--- src/rtl/pipe_stage_reg_pkg.sv ---
`default_nettype none
// +-------------------------------------------------------------------------+
// | pipe_stage_reg_pkg : stall-vector constants and per-cycle action codes  |
// | Revision: 1.0                                                           |
// +-------------------------------------------------------------------------+
package pipe_stage_reg_pkg;

    localparam int   c_STALL_W  = 6;
    localparam logic c_STOP     = 1'b1;
    localparam logic c_NOT_STOP = 1'b0;

    typedef enum logic [2:0] {
        ACT_RST    = 3'd0,
        ACT_FLUSH  = 3'd1,
        ACT_BUBBLE = 3'd2,
        ACT_LOAD   = 3'd3,
        ACT_HOLD   = 3'd4
    } act_e;

    // Strict priority: reset, flush, bubble, load (incl. illegal up=0/dn=1), hold.
    function automatic act_e next_action(input logic rst, input logic flush,
                                         input logic up, input logic dn);
        act_e act;
        if (rst)
            act = ACT_RST;
        else if (flush)
            act = ACT_FLUSH;
        else if (up == c_STOP && dn == c_NOT_STOP)
            act = ACT_BUBBLE;
        else if (up == c_NOT_STOP)
            act = ACT_LOAD;
        else
            act = ACT_HOLD;
        return act;
    endfunction

endpackage
`default_nettype wire

--- src/rtl/pipe_stage_reg_sat_counter.sv ---
`default_nettype none
// +-------------------------------------------------------------------------+
// | sat_counter : saturating up-counter with synchronous clear              |
// | Revision: 1.0                                                           |
// +-------------------------------------------------------------------------+
module sat_counter #(
    parameter int WIDTH = 16
) (
    input  logic             clk,
    input  logic             rst,
    input  logic             inc,
    input  logic             clr,
    output logic [WIDTH-1:0] count
);

    localparam logic [WIDTH-1:0] c_MAX = {WIDTH{1'b1}};

    logic [WIDTH-1:0] r_count;

    // Clear wins over a coincident increment.
    always_ff @(posedge clk) begin
        if (rst || clr)
            r_count <= '0;
        else if (inc && r_count != c_MAX)
            r_count <= r_count + 1'b1;
    end

    assign count = r_count;

endmodule
`default_nettype wire

--- src/rtl/pipe_stage_reg.sv ---
`default_nettype none
// +-------------------------------------------------------------------------+
// | pipe_stage_reg : pipeline boundary register with hold/bubble/flush      |
// | Revision: 1.0                                                           |
// +-------------------------------------------------------------------------+
module pipe_stage_reg
    import pipe_stage_reg_pkg::*;
#(
    parameter int                DATA_W    = 64,
    parameter int                STAGE     = 2,
    parameter int                STALL_W   = c_STALL_W,
    parameter logic [DATA_W-1:0] NOP_VALUE = {DATA_W{1'b0}},
    parameter int                CNT_W     = 16
) (
    input  logic               clk,
    input  logic               rst,
    input  logic [STALL_W-1:0] stall,
    input  logic               flush,
    input  logic               cnt_clr,
    input  logic               in_valid,
    input  logic [DATA_W-1:0]  in_data,
    output logic               out_valid,
    output logic [DATA_W-1:0]  out_data,
    output logic [CNT_W-1:0]   hold_cnt,
    output logic [CNT_W-1:0]   bubble_cnt,
    output logic               stall_err
);

    logic              w_up;
    logic              w_dn;
    act_e              w_act;
    logic              w_hold_inc;
    logic              w_bubble_inc;
    logic              w_unused_stall;
    logic              r_out_valid;
    logic [DATA_W-1:0] r_out_data;
    logic              r_stall_err;

    assign w_up           = stall[STAGE];
    assign w_dn           = stall[STAGE+1];
    assign w_unused_stall = ^stall;

    always_comb begin
        w_act = next_action(rst, flush, w_up, w_dn);
    end

    assign w_hold_inc   = (w_act == ACT_HOLD);
    assign w_bubble_inc = (w_act == ACT_BUBBLE);

    always_ff @(posedge clk) begin
        case (w_act)
            ACT_LOAD: begin
                r_out_valid <= in_valid;
                r_out_data  <= in_valid ? in_data : NOP_VALUE;
            end
            ACT_HOLD: begin
                r_out_valid <= r_out_valid;
                r_out_data  <= r_out_data;
            end
            default: begin
                r_out_valid <= 1'b0;
                r_out_data  <= NOP_VALUE;
            end
        endcase
    end

    // Sticky until reset; the controller should never drive up=0 with dn=1.
    always_ff @(posedge clk) begin
        if (rst)
            r_stall_err <= 1'b0;
        else if (w_up == c_NOT_STOP && w_dn == c_STOP)
            r_stall_err <= 1'b1;
    end

    sat_counter #(.WIDTH(CNT_W)) u_hold_cnt (
        .clk   (clk),
        .rst   (rst),
        .inc   (w_hold_inc),
        .clr   (cnt_clr),
        .count (hold_cnt)
    );

    sat_counter #(.WIDTH(CNT_W)) u_bubble_cnt (
        .clk   (clk),
        .rst   (rst),
        .inc   (w_bubble_inc),
        .clr   (cnt_clr),
        .count (bubble_cnt)
    );

    assign out_valid = r_out_valid;
    assign out_data  = r_out_data;
    assign stall_err = r_stall_err;

endmodule
`default_nettype wire

--- config.mk ---
export PLATFORM = sky130hd
export DESIGN_NAME = pipe_stage_reg
export DESIGN_NICKNAME = d
export VERILOG_FILES = /design/src/rtl/pipe_stage_reg_pkg.sv /design/src/rtl/pipe_stage_reg_sat_counter.sv /design/src/rtl/pipe_stage_reg.sv
export SDC_FILE = /design/constraint.sdc
export NUM_CORES = 1
export LEC_CHECK = 0
export CAP_MARGIN = 20
export CELL_PAD_IN_SITES_DETAIL_PLACEMENT = 1
export CELL_PAD_IN_SITES_GLOBAL_PLACEMENT = 2
export CORE_MARGIN = 2
export CORE_UTILIZATION = 29
export CTS_BUF_LIST = sky130_fd_sc_hd__clkbuf_8
export DETAILED_ROUTE_END_ITERATION = 16
export PLACE_DENSITY = 0.93
export SLEW_MARGIN = 10
export SYNTH_ARGS = -nofsm -noshare
export SYNTH_HDL_FRONTEND = slang
export SYNTH_SLANG_ARGS = --single-unit
--- constraint.sdc ---
create_clock -name clk -period 4.9 [get_ports clk]
set_clock_uncertainty 0.2 [all_clocks]
set_input_delay 0.98 -clock clk [delete_from_list [all_inputs] [get_ports clk]]
set_output_delay 0.98 -clock clk [all_outputs]
set_load 0.02 [all_outputs]
==> impl_metrics.env, run 1 <==
export IMPL_syn_avg_cell_area_um2=11.8
export IMPL_rsz0062_at_grt="no"
export IMPL_synthToLayoutAreaGrowth_pct=50.5
export IMPL_syn_nets=424
export IMPL_yosys_warnings=0
export IMPL_num_rows=43
export IMPL_fin_crit_ns=3.16
export IMPL_reg2reg_slack_ns=2.48
export IMPL_start_util=0.296
export IMPL_min_period_over_period=0.645
export IMPL_drtAntennaViolNets=0
export IMPL_holdBufCountCts=0
export IMPL_cts_tree="built"
export IMPL_p_leak_nw=2.17
export IMPL_dp_hpwl_um=9020
export IMPL_ys_ff_latch=98
export IMPL_setup_viol=0
export IMPL_path_clk_slew_ns=0.10
export IMPL_die_h_um=123
export IMPL_numCtsBuffers=9
export IMPL_design_area_mm2=0.00618
export IMPL_drtIter0Drc=167
export IMPL_ir_drop_v=0.000105
export IMPL_post_place_ws_ns=1.31
export IMPL_drt_pre_antenna_iters=4
export IMPL_cts_resized=0
export IMPL_powerDensity_mw_per_mm2=256
export IMPL_clockBufferDepth=2
export IMPL_power_mw=1.58
export IMPL_synth_top_cell_area_share=0.475
export IMPL_place_gp_congestion=0.769
export IMPL_root_buffer="clkbuf_8"
export IMPL_synth_top_area_cell="edfxtp_1"
export IMPL_worst_slack_ns=1.74
export IMPL_grt_max_degree=67
export IMPL_crit_arrival_ns=3.22
export IMPL_via_per_inst=4.81
export IMPL_syn_area_mm2=0.00411
export IMPL_cp_data_required_time_ns=4.96
export IMPL_drc=0
export IMPL_worstHoldPathType="reg2reg"
export IMPL_netlist_instances=347
export IMPL_vias=3369
export IMPL_status="finished clean"
export IMPL_maxSlewViolCount=0
export IMPL_coreArea_mm2=0.0139
export IMPL_ios=173
export IMPL_synth_main_ff_cell="edfxtp_1"
export IMPL_antenna_found_initial=1
export IMPL_h_tree_depth=3
export IMPL_synth_async_sr_flop_share=0
export IMPL_die_area_mm2=0.0151
export IMPL_hold_viol_final=0
export IMPL_io_buffers=168
export IMPL_grt_pass1_wl_um=18600
export IMPL_nets=592
export IMPL_fillers=1498
export IMPL_clock_sinks=98
export IMPL_relSlewSlack=0.351
export IMPL_drive_gt1_frac=0.0538
export IMPL_synth_top_cells_by_area="edfxtp_1 48%, dfxtp_1 16%, and2_1 9.9%"
export IMPL_yosysSeqAreaShare=0.636
export IMPL_grt_use_total=0.162
export IMPL_synth_enable_flop_cells=65
export IMPL_grt_ovfl_total=0
export IMPL_wl_um=12300
export IMPL_max_freq_mhz=316
export IMPL_worstSetupPathType="in2reg"
export IMPL_final_setup_tns_ns=0
export IMPL_worst_slew_pin_slew_ns=0.969
export IMPL_synthDistinctLibCells=36
export IMPL_clk_latency_ns=0.38
export IMPL_cts_setup_buffers=0
export IMPL_end_kind="flop"
export IMPL_synthTopCellsByCount="65 x and2_1, 65 x edfxtp_1, 33 x dfxtp_1"
export IMPL_placed_cell_area_mm2=0.00599
export IMPL_start_kind="input pin"
export IMPL_grt_pass1_vias=3392
export IMPL_floorplan_die_width_um=123
export IMPL_max_cap_violations=0
export IMPL_wl_per_cell_um=17.5
export IMPL_cp_max_fo=15
## registers in the layout, indices dropped and copies added (netlist names)
| name | cells |
|---|---|
| out_data | 64 |
| out_valid | 1 |
| stall_err | 1 |
| u_bubble_cnt.count | 16 |
| u_hold_cnt.count | 16 |
## kinds of logic (layout without fill, tap and decap cells)
logic type | after synthesis | count (layout) | synth area share
DFF | 98 | 98 | 0.636
muxes | 9 | 9 | 0.0219
AOI/OAI and AO/OA | 52 | 52 | 0.0777
and+or+nand+nor | 164 | 164 | 0.238
other | 0 | 1 | 0
adders and majority gates | 2 | 2 | 0.00609
buffers and inverters | 22 | 195 | 0.0204
## layout make-up
type	instances	area, um^2	share of cell area
inverter	6	22.5	0.00364
sequential	98	2610	0.423
tap	180	225	0.0364
antenna	1	2.50	0.000405
clock buffer	9	124	0.0200
multi-input combinational	227	1420	0.229
timing repair buffer	173	1720	0.278
clock inverter	7	61.3	0.00992
## path summary, 6_finish.rpt
check                                    startpoint                     end  depth (start not counted)
worst max-delay path                            rst  u_bubble_cnt.count[10]                          6
worst min-delay path                      stall_err               stall_err                          2
worst max register to register  u_hold_cnt.count[0]    u_hold_cnt.count[14]                          5
worst min register to register            stall_err               stall_err                          2
## worst max-delay path, stage by stage
cell and delay (ns):
clkdlybuf4s50_1 0.40, buf_4 0.19, or4b_2 0.74, or3_1 0.46, o311ai_0 0.31, o41ai_1 0.13
## placed cells by master (no fill, tap or decap), types with 7 or more instances in the layout
master | netlist | layout
edfxtp_1 | 65 | 65
o21ai_0 | 12 | 12
nor2_1 | 7 | 7
a21oi_1 | 20 | 20
a211oi_1 | 7 | 7
and3_1 | 7 | 7
dfxtp_1 | 33 | 33
nand2_1 | 23 | 23
clkdlybuf4s50_1 | 0 | 168
nand4_1 | 9 | 9
nand3_1 | 11 | 11
and2_1 | 65 | 65
or3_1 | 15 | 15
mux2i_1 | 9 | 9
clkbuf_8 | 0 | 9
## power by group
| part | switching (mW) | internal [mW] | total, mW |
|---|---|---|---|
| Clock | 0.316 | 0.195 | 0.511 |
| Combinational | 0.0696 | 0.0952 | 0.165 |
| Sequential | 0.00718 | 0.899 | 0.906 |
| Total | 0.393 | 1.19 | 1.58 |
## stage by stage
step           hold WS [ns]   util  std cells
2_1_floorplan         0.353      -        347
3_3_place_gp          0.252  0.431        683
3_5_place_dp          0.279  0.431        683
4_1_cts               0.302  0.445        699
5_1_grt               0.321  0.445        700
6_report              0.290  0.445        701
## per-layer routing
| metal | track usage | vias up | wire length (um) |
|---|---|---|---|
| met4 | 0.0632 | 0 | 220 |
| li1 | - | 1616 | - |
| met3 | 0.0470 | 16 | 1000 |
| met2 | 0.270 | 129 | 5900 |
| met5 | 0 | - | 0 |
| met1 | 0.199 | 1608 | 5170 |
Power figures use the tool's default switching activity.
==> run 2: changes to the inputs <==
--- a/config.mk
+++ b/config.mk
@@ -9,10 +9,10 @@
 export CELL_PAD_IN_SITES_DETAIL_PLACEMENT = 1
 export CELL_PAD_IN_SITES_GLOBAL_PLACEMENT = 2
 export CORE_MARGIN = 2
-export CORE_UTILIZATION = 29
+export CORE_UTILIZATION = 27
 export CTS_BUF_LIST = sky130_fd_sc_hd__clkbuf_8
 export DETAILED_ROUTE_END_ITERATION = 16
-export PLACE_DENSITY = 0.93
+export PLACE_DENSITY = 0.88
 export SLEW_MARGIN = 10
 export SYNTH_ARGS = -nofsm -noshare
 export SYNTH_HDL_FRONTEND = slang
==> constraint.sdc (replaced) <==
create_clock -name clk -period 3.3 [get_ports clk]
set_clock_uncertainty 0.2 [all_clocks]
set_input_delay 0.66 -clock clk [delete_from_list [all_inputs] [get_ports clk]]
set_output_delay 0.66 -clock clk [all_outputs]
set_load 0.02 [all_outputs]
==> run 2 against run 1 <==
Power grew 47%; register-to-register slack worse by 1.5 ns; hold slack got worse by 0.0037 ns; largest power group unchanged; design area grew 0.45%; global-route usage down 2.2 points; sequential power rose by 48%; utilization decreased by 3.2 points.
==> impl_metrics.env, run 2 (synthesis results as in run 1) <==
export IMPL_grt_pass1_vias=3392
export IMPL_floorplan_die_width_um=127
export IMPL_powerDensity_mw_per_mm2=375
export IMPL_max_cap_violations=0
export IMPL_antenna_found_initial=0
export IMPL_final_common_cell="clkdlybuf4s50_1"
export IMPL_drt_pre_antenna_iters=4
export IMPL_holdBufCountCts=0
export IMPL_cp_data_required_time_ns=3.41
export IMPL_clock_sinks=98
export IMPL_relSlewSlack=0.421
export IMPL_drc=0
export IMPL_largest_register_ffs=64
export IMPL_final_cell_mix="168 x clkdlybuf4s50_1, 65 x and2_1, 65 x edfxtp_1"
export IMPL_critPathCapture="u_hold_cnt.count[14]"
export IMPL_reg2reg_slack_ns=0.98
export IMPL_r2r_end="u_hold_cnt.count[14]"
export IMPL_die_area_mm2=0.0162
export IMPL_worstSetupPathType="in2reg"
export IMPL_crit_chain="clkdlybuf4s50_1, and4bb_2, clkinvlp_4, or4b_1, or3_1, a21oi_1"
export IMPL_io_buffers=168
export IMPL_cts_resized=0
export IMPL_max_freq_mhz=360
export IMPL_wl_per_cell_um=16.2
export IMPL_clk_latency_ns=0.38
export IMPL_cp_max_fo=8
export IMPL_power_mw=2.33
export IMPL_dp_hpwl_um=8260
export IMPL_antennaDiodeCount=0
export IMPL_via_per_inst=4.72
export IMPL_setup_worst_path_start="rst"
export IMPL_place_inst=695
export IMPL_place_gp_congestion=0.806
export IMPL_end_kind="flop"
export IMPL_grt_pass1_wl_um=17900
export IMPL_vias=3358
export IMPL_ir_drop_v=0.000155
export IMPL_worstReg2RegStart="u_hold_cnt.count[0]"
export IMPL_cts_setup_buffers=0
export IMPL_slowest_delay_ns=0.59
export IMPL_path_clk_slew_ns=0.09
export IMPL_worstHoldPathType="reg2reg"
export IMPL_maxSlewViolCount=0
export IMPL_final_instance_count_excl_fill=711
export IMPL_critPathBufInv=2
export IMPL_grt_use_total=0.140
export IMPL_wl_um=11500
export IMPL_setup_viol=0
export IMPL_slowest_stage="or4b_1"
export IMPL_coreArea_mm2=0.0150
export IMPL_worst_slew_pin_slew_ns=0.869
export IMPL_drtIter0Drc=148
export IMPL_die_h_um=127
export IMPL_ios=173
export IMPL_p_leak_nw=2.18
export IMPL_grt_max_degree=67
export IMPL_h_tree_depth=3
export IMPL_start_util=0.273
export IMPL_cts_tree="built"
export IMPL_clockBufferDepth=2
export IMPL_start_kind="input pin"
export IMPL_min_period_over_period=0.842
export IMPL_root_buffer="clkbuf_8"
export IMPL_crit_family="simple AND/OR/NAND/NOR gates"
export IMPL_drive_gt1_frac=0.0574
export IMPL_num_rows=45
export IMPL_rr_worst_depth=5
export IMPL_rsz0062_at_grt="no"
export IMPL_synthToLayoutAreaGrowth_pct=51.2
export IMPL_drtAntennaViolNets=0
export IMPL_worstSetupPathDepth=6
export IMPL_fin_crit_ns=2.78
export IMPL_hold_viol_final=0
export IMPL_crit_arrival_ns=2.89
export IMPL_numCtsBuffers=9
export IMPL_grt_ovfl_total=0
export IMPL_nets=595
export IMPL_status="finished clean"
[run 2: cell count changes in the layout (fill, tap and decap cells not counted), sizes merged]
cell      before  now
buf            4    8
clkinvlp       1    3
clkbuf        10    9
diode          1    0
inv           10    8
[run 2: routing by layer]
metal  part of all wire  GRT usage  vias to the layer above
li1                   -          -                     1622
met2               0.46      0.226                      124
met4              0.019     0.0608                        0
met1               0.45      0.180                     1597
met5                  0          0                        -
met3              0.064     0.0343                       15
[run 2: cell type report]
type                       instances  area [um^2]
clock buffer                       9          124
clock inverter                     7         52.6
fill                            1629         8820
inverter                           6         26.3
multi-input combinational        227         1420
sequential                        98         2610
tap                              188          235
timing repair buffer             176         1740
[run 2: metrics by stage]
stage	setup slack, ns	utilization	TNS (ns)	cell area [um^2]	hold WS [ns]
after global routing	0.411	0.413	0	6210	0.320
final	0.522	0.413	0	6210	0.286
after detailed placement	0.136	0.401	0	6030	0.264
after global placement	0.192	0.401	0	6030	0.260
after CTS	0.544	0.413	0	6210	0.291
after floorplan	-0.105	-	-0.130	4120	0.353
[run 2: how the worst min path moves through the flow]
stage	startpoint	endpoint	slack, ns	cells past startpoint
final	stall_err	stall_err	0.29	2
after floorplan	u_hold_cnt.count[2]	u_hold_cnt.count[2]	0.35	2
after CTS	stall_err	stall_err	0.29	2
after detailed placement	stall_err	stall_err	0.26	2
after global routing	stall_err	stall_err	0.32	2
after global placement	stall_err	stall_err	0.26	2
[run 2: report_power, final]
group          internal (mW)  switching (mW)
sequential              1.33          0.0101
combinational          0.143           0.103
clock                  0.281           0.454
total                   1.76           0.567
[run 2: tightest hold or removal path, cell delays in order, from the launching register on]
cell and delay [ns]:
dfxtp_1 0.34, a21oi_1 0.04, nor2_1 0.07
==> run 3: changes to the inputs <==
--- a/config.mk
+++ b/config.mk
@@ -9,10 +9,10 @@
 export CELL_PAD_IN_SITES_DETAIL_PLACEMENT = 1
 export CELL_PAD_IN_SITES_GLOBAL_PLACEMENT = 2
 export CORE_MARGIN = 2
-export CORE_UTILIZATION = 27
+export CORE_UTILIZATION = 24
 export CTS_BUF_LIST = sky130_fd_sc_hd__clkbuf_8
 export DETAILED_ROUTE_END_ITERATION = 16
-export PLACE_DENSITY = 0.88
+export PLACE_DENSITY = 0.83
 export SLEW_MARGIN = 10
 export SYNTH_ARGS = -nofsm -noshare
 export SYNTH_HDL_FRONTEND = slang
==> constraint.sdc (replaced) <==
create_clock -name clk -period 2.37 [get_ports clk]
set_clock_uncertainty 0.2 [all_clocks]
set_input_delay 0.474 -clock clk [delete_from_list [all_inputs] [get_ports clk]]
set_output_delay 0.474 -clock clk [all_outputs]
set_load 0.02 [all_outputs]
==> run 3 against run 2 <==
Sequential power is 40% higher; clock power grew 41%; first-iteration DRC count fell by 41%; sequential share of layout area fell by 1.3 points; die area increased by 12%; final cell count is 6.6% higher; hold slack improved by 0.016 ns; clock-buffer cell count unchanged.
==> impl_metrics.env, run 3 (synthesis results as in run 1) <==
export IMPL_fin_crit_ns=2.28
export IMPL_via_per_inst=4.58
export IMPL_relSlewSlack=0.689
export IMPL_die_h_um=135
export IMPL_start_kind="input pin"
export IMPL_crit_family="simple AND/OR/NAND/NOR gates"
export IMPL_num_rows=47
export IMPL_drc=0
export IMPL_drive_gt1_frac=0.0892
export IMPL_critPathBufInv=2
export IMPL_cp_data_required_time_ns=2.48
export IMPL_wl_per_cell_um=16.1
export IMPL_final_cell_mix="167 x clkdlybuf4s50_1, 65 x and2_1, 65 x edfxtp_1"
export IMPL_maxSlewViolCount=0
export IMPL_final_instance_count_excl_fill=758
export IMPL_clock_sinks=98
export IMPL_final_common_cell="clkdlybuf4s50_1"
export IMPL_vias=3471
export IMPL_setup_viol=0
export IMPL_grt_ovfl_total=0
export IMPL_cts_tree="built"
export IMPL_drt_pre_antenna_iters=4
export IMPL_cp_max_fo=5
export IMPL_worstHoldPathType="reg2reg"
export IMPL_coreArea_mm2=0.0166
export IMPL_crit_chain="clkdlybuf4s50_1, and4bb_2, clkinvlp_4, or4b_4, or3_1, a21oi_1"
export IMPL_synthToLayoutAreaGrowth_pct=56.2
export IMPL_worst_slew_pin_slew_ns=0.455
export IMPL_ios=173
export IMPL_grt_max_degree=66
export IMPL_dp_hpwl_um=9010
export IMPL_status="finished clean"
export IMPL_drtIter0Drc=88
export IMPL_root_buffer="clkbuf_8"
export IMPL_start_util=0.247
export IMPL_clk_latency_ns=0.37
export IMPL_slowest_stage="clkdlybuf4s50_1"
export IMPL_worstSetupPathType="in2reg"
export IMPL_cts_setup_buffers=0
export IMPL_numCtsBuffers=9
export IMPL_finish_utilization=0.385
export IMPL_antenna_found_initial=0
export IMPL_wl_um=12200
export IMPL_hold_viol_final=0
export IMPL_place_gp_congestion=0.777
export IMPL_grt_pass1_wl_um=19200
export IMPL_nets=610
export IMPL_path_clk_slew_ns=0.10
export IMPL_floorplan_die_width_um=135
export IMPL_clockBufferDepth=2
export IMPL_end_kind="flop"
export IMPL_final_setup_tns_ns=0
export IMPL_crit_arrival_ns=2.39
export IMPL_grt_pass1_vias=3653
export IMPL_antennaDiodeCount=0
export IMPL_io_buffers=168
export IMPL_max_cap_violations=0
export IMPL_drtAntennaViolNets=0
export IMPL_die_area_mm2=0.0182
export IMPL_max_freq_mhz=438
export IMPL_largest_register_ffs=64
export IMPL_reg2reg_slack_ns=0.29
export IMPL_placed_cell_area_mm2=0.00621
export IMPL_powerDensity_mw_per_mm2=510
export IMPL_design_area_mm2=0.00641
export IMPL_grt_use_total=0.134
export IMPL_min_period_over_period=0.963
export IMPL_slowest_delay_ns=0.55
export IMPL_place_inst=742
export IMPL_h_tree_depth=3
export IMPL_ir_drop_v=0.000241
export IMPL_rsz0062_at_grt="no"
export IMPL_p_leak_nw=2.27
==> run 3: per-layer routing <==
metal,part of all wire,global-route usage,vias up,wire [um]
li1,-,-,1657,-
met1,0.42,0.163,1668,5130
met2,0.49,0.230,131,5980
met3,0.072,0.0334,15,879
met4,0.017,0.0503,0,208
met5,0,0,-,0
==> run 3: tightest hold or removal path: stages (launching register included) <==
cell and delay (ns):
dfxtp_1 0.34, a21oi_1 0.05, nor2_1 0.08
==> run 3: final cells by class <==
cell class / count / area (um^2)
flip-flops and latches: 98 / 2610
clock inverters: 7 / 61.3
multi-input cells: 227 / 1440
repair buffers: 191 / 1880
well taps: 220 / 275
clock buffers: 9 / 124
fillers: 1806 / 10200
inverters: 6 / 26.3
==> run 3: through the flow <==
step	hold WS, ns	total power [mW]	setup WS (ns)
floorplan	0.353	2.02	-0.849
global placement	0.258	2.26	-0.463
detailed placement	0.280	2.27	-0.563
CTS	0.306	3.32	0.00970
global route	0.327	3.41	0.0182
finish	0.302	3.27	0.0878
==> run 3: timing repair <==
action	in CTS	in global routing
setup endpoints to repair	2	3
endpoints found under the hold margin	0	0
resized for setup	3	3
hold buffers	0	0
==> run 3: power breakdown <==
group,internal [mW],total [mW],switching (mW)
Combinational,0.207,0.353,0.146
Sequential,1.86,1.87,0.0142
Clock,0.401,1.04,0.644
Total,2.47,3.27,0.804
==> run 3: path summary, 6_finish.rpt <==
check        depth (start not counted)                      to             startpoint
max                                  6    u_hold_cnt.count[14]               stall[3]
min                                  2               stall_err              stall_err
max reg2reg                          5  u_bubble_cnt.count[10]  u_bubble_cnt.count[0]
min reg2reg                          2               stall_err              stall_err
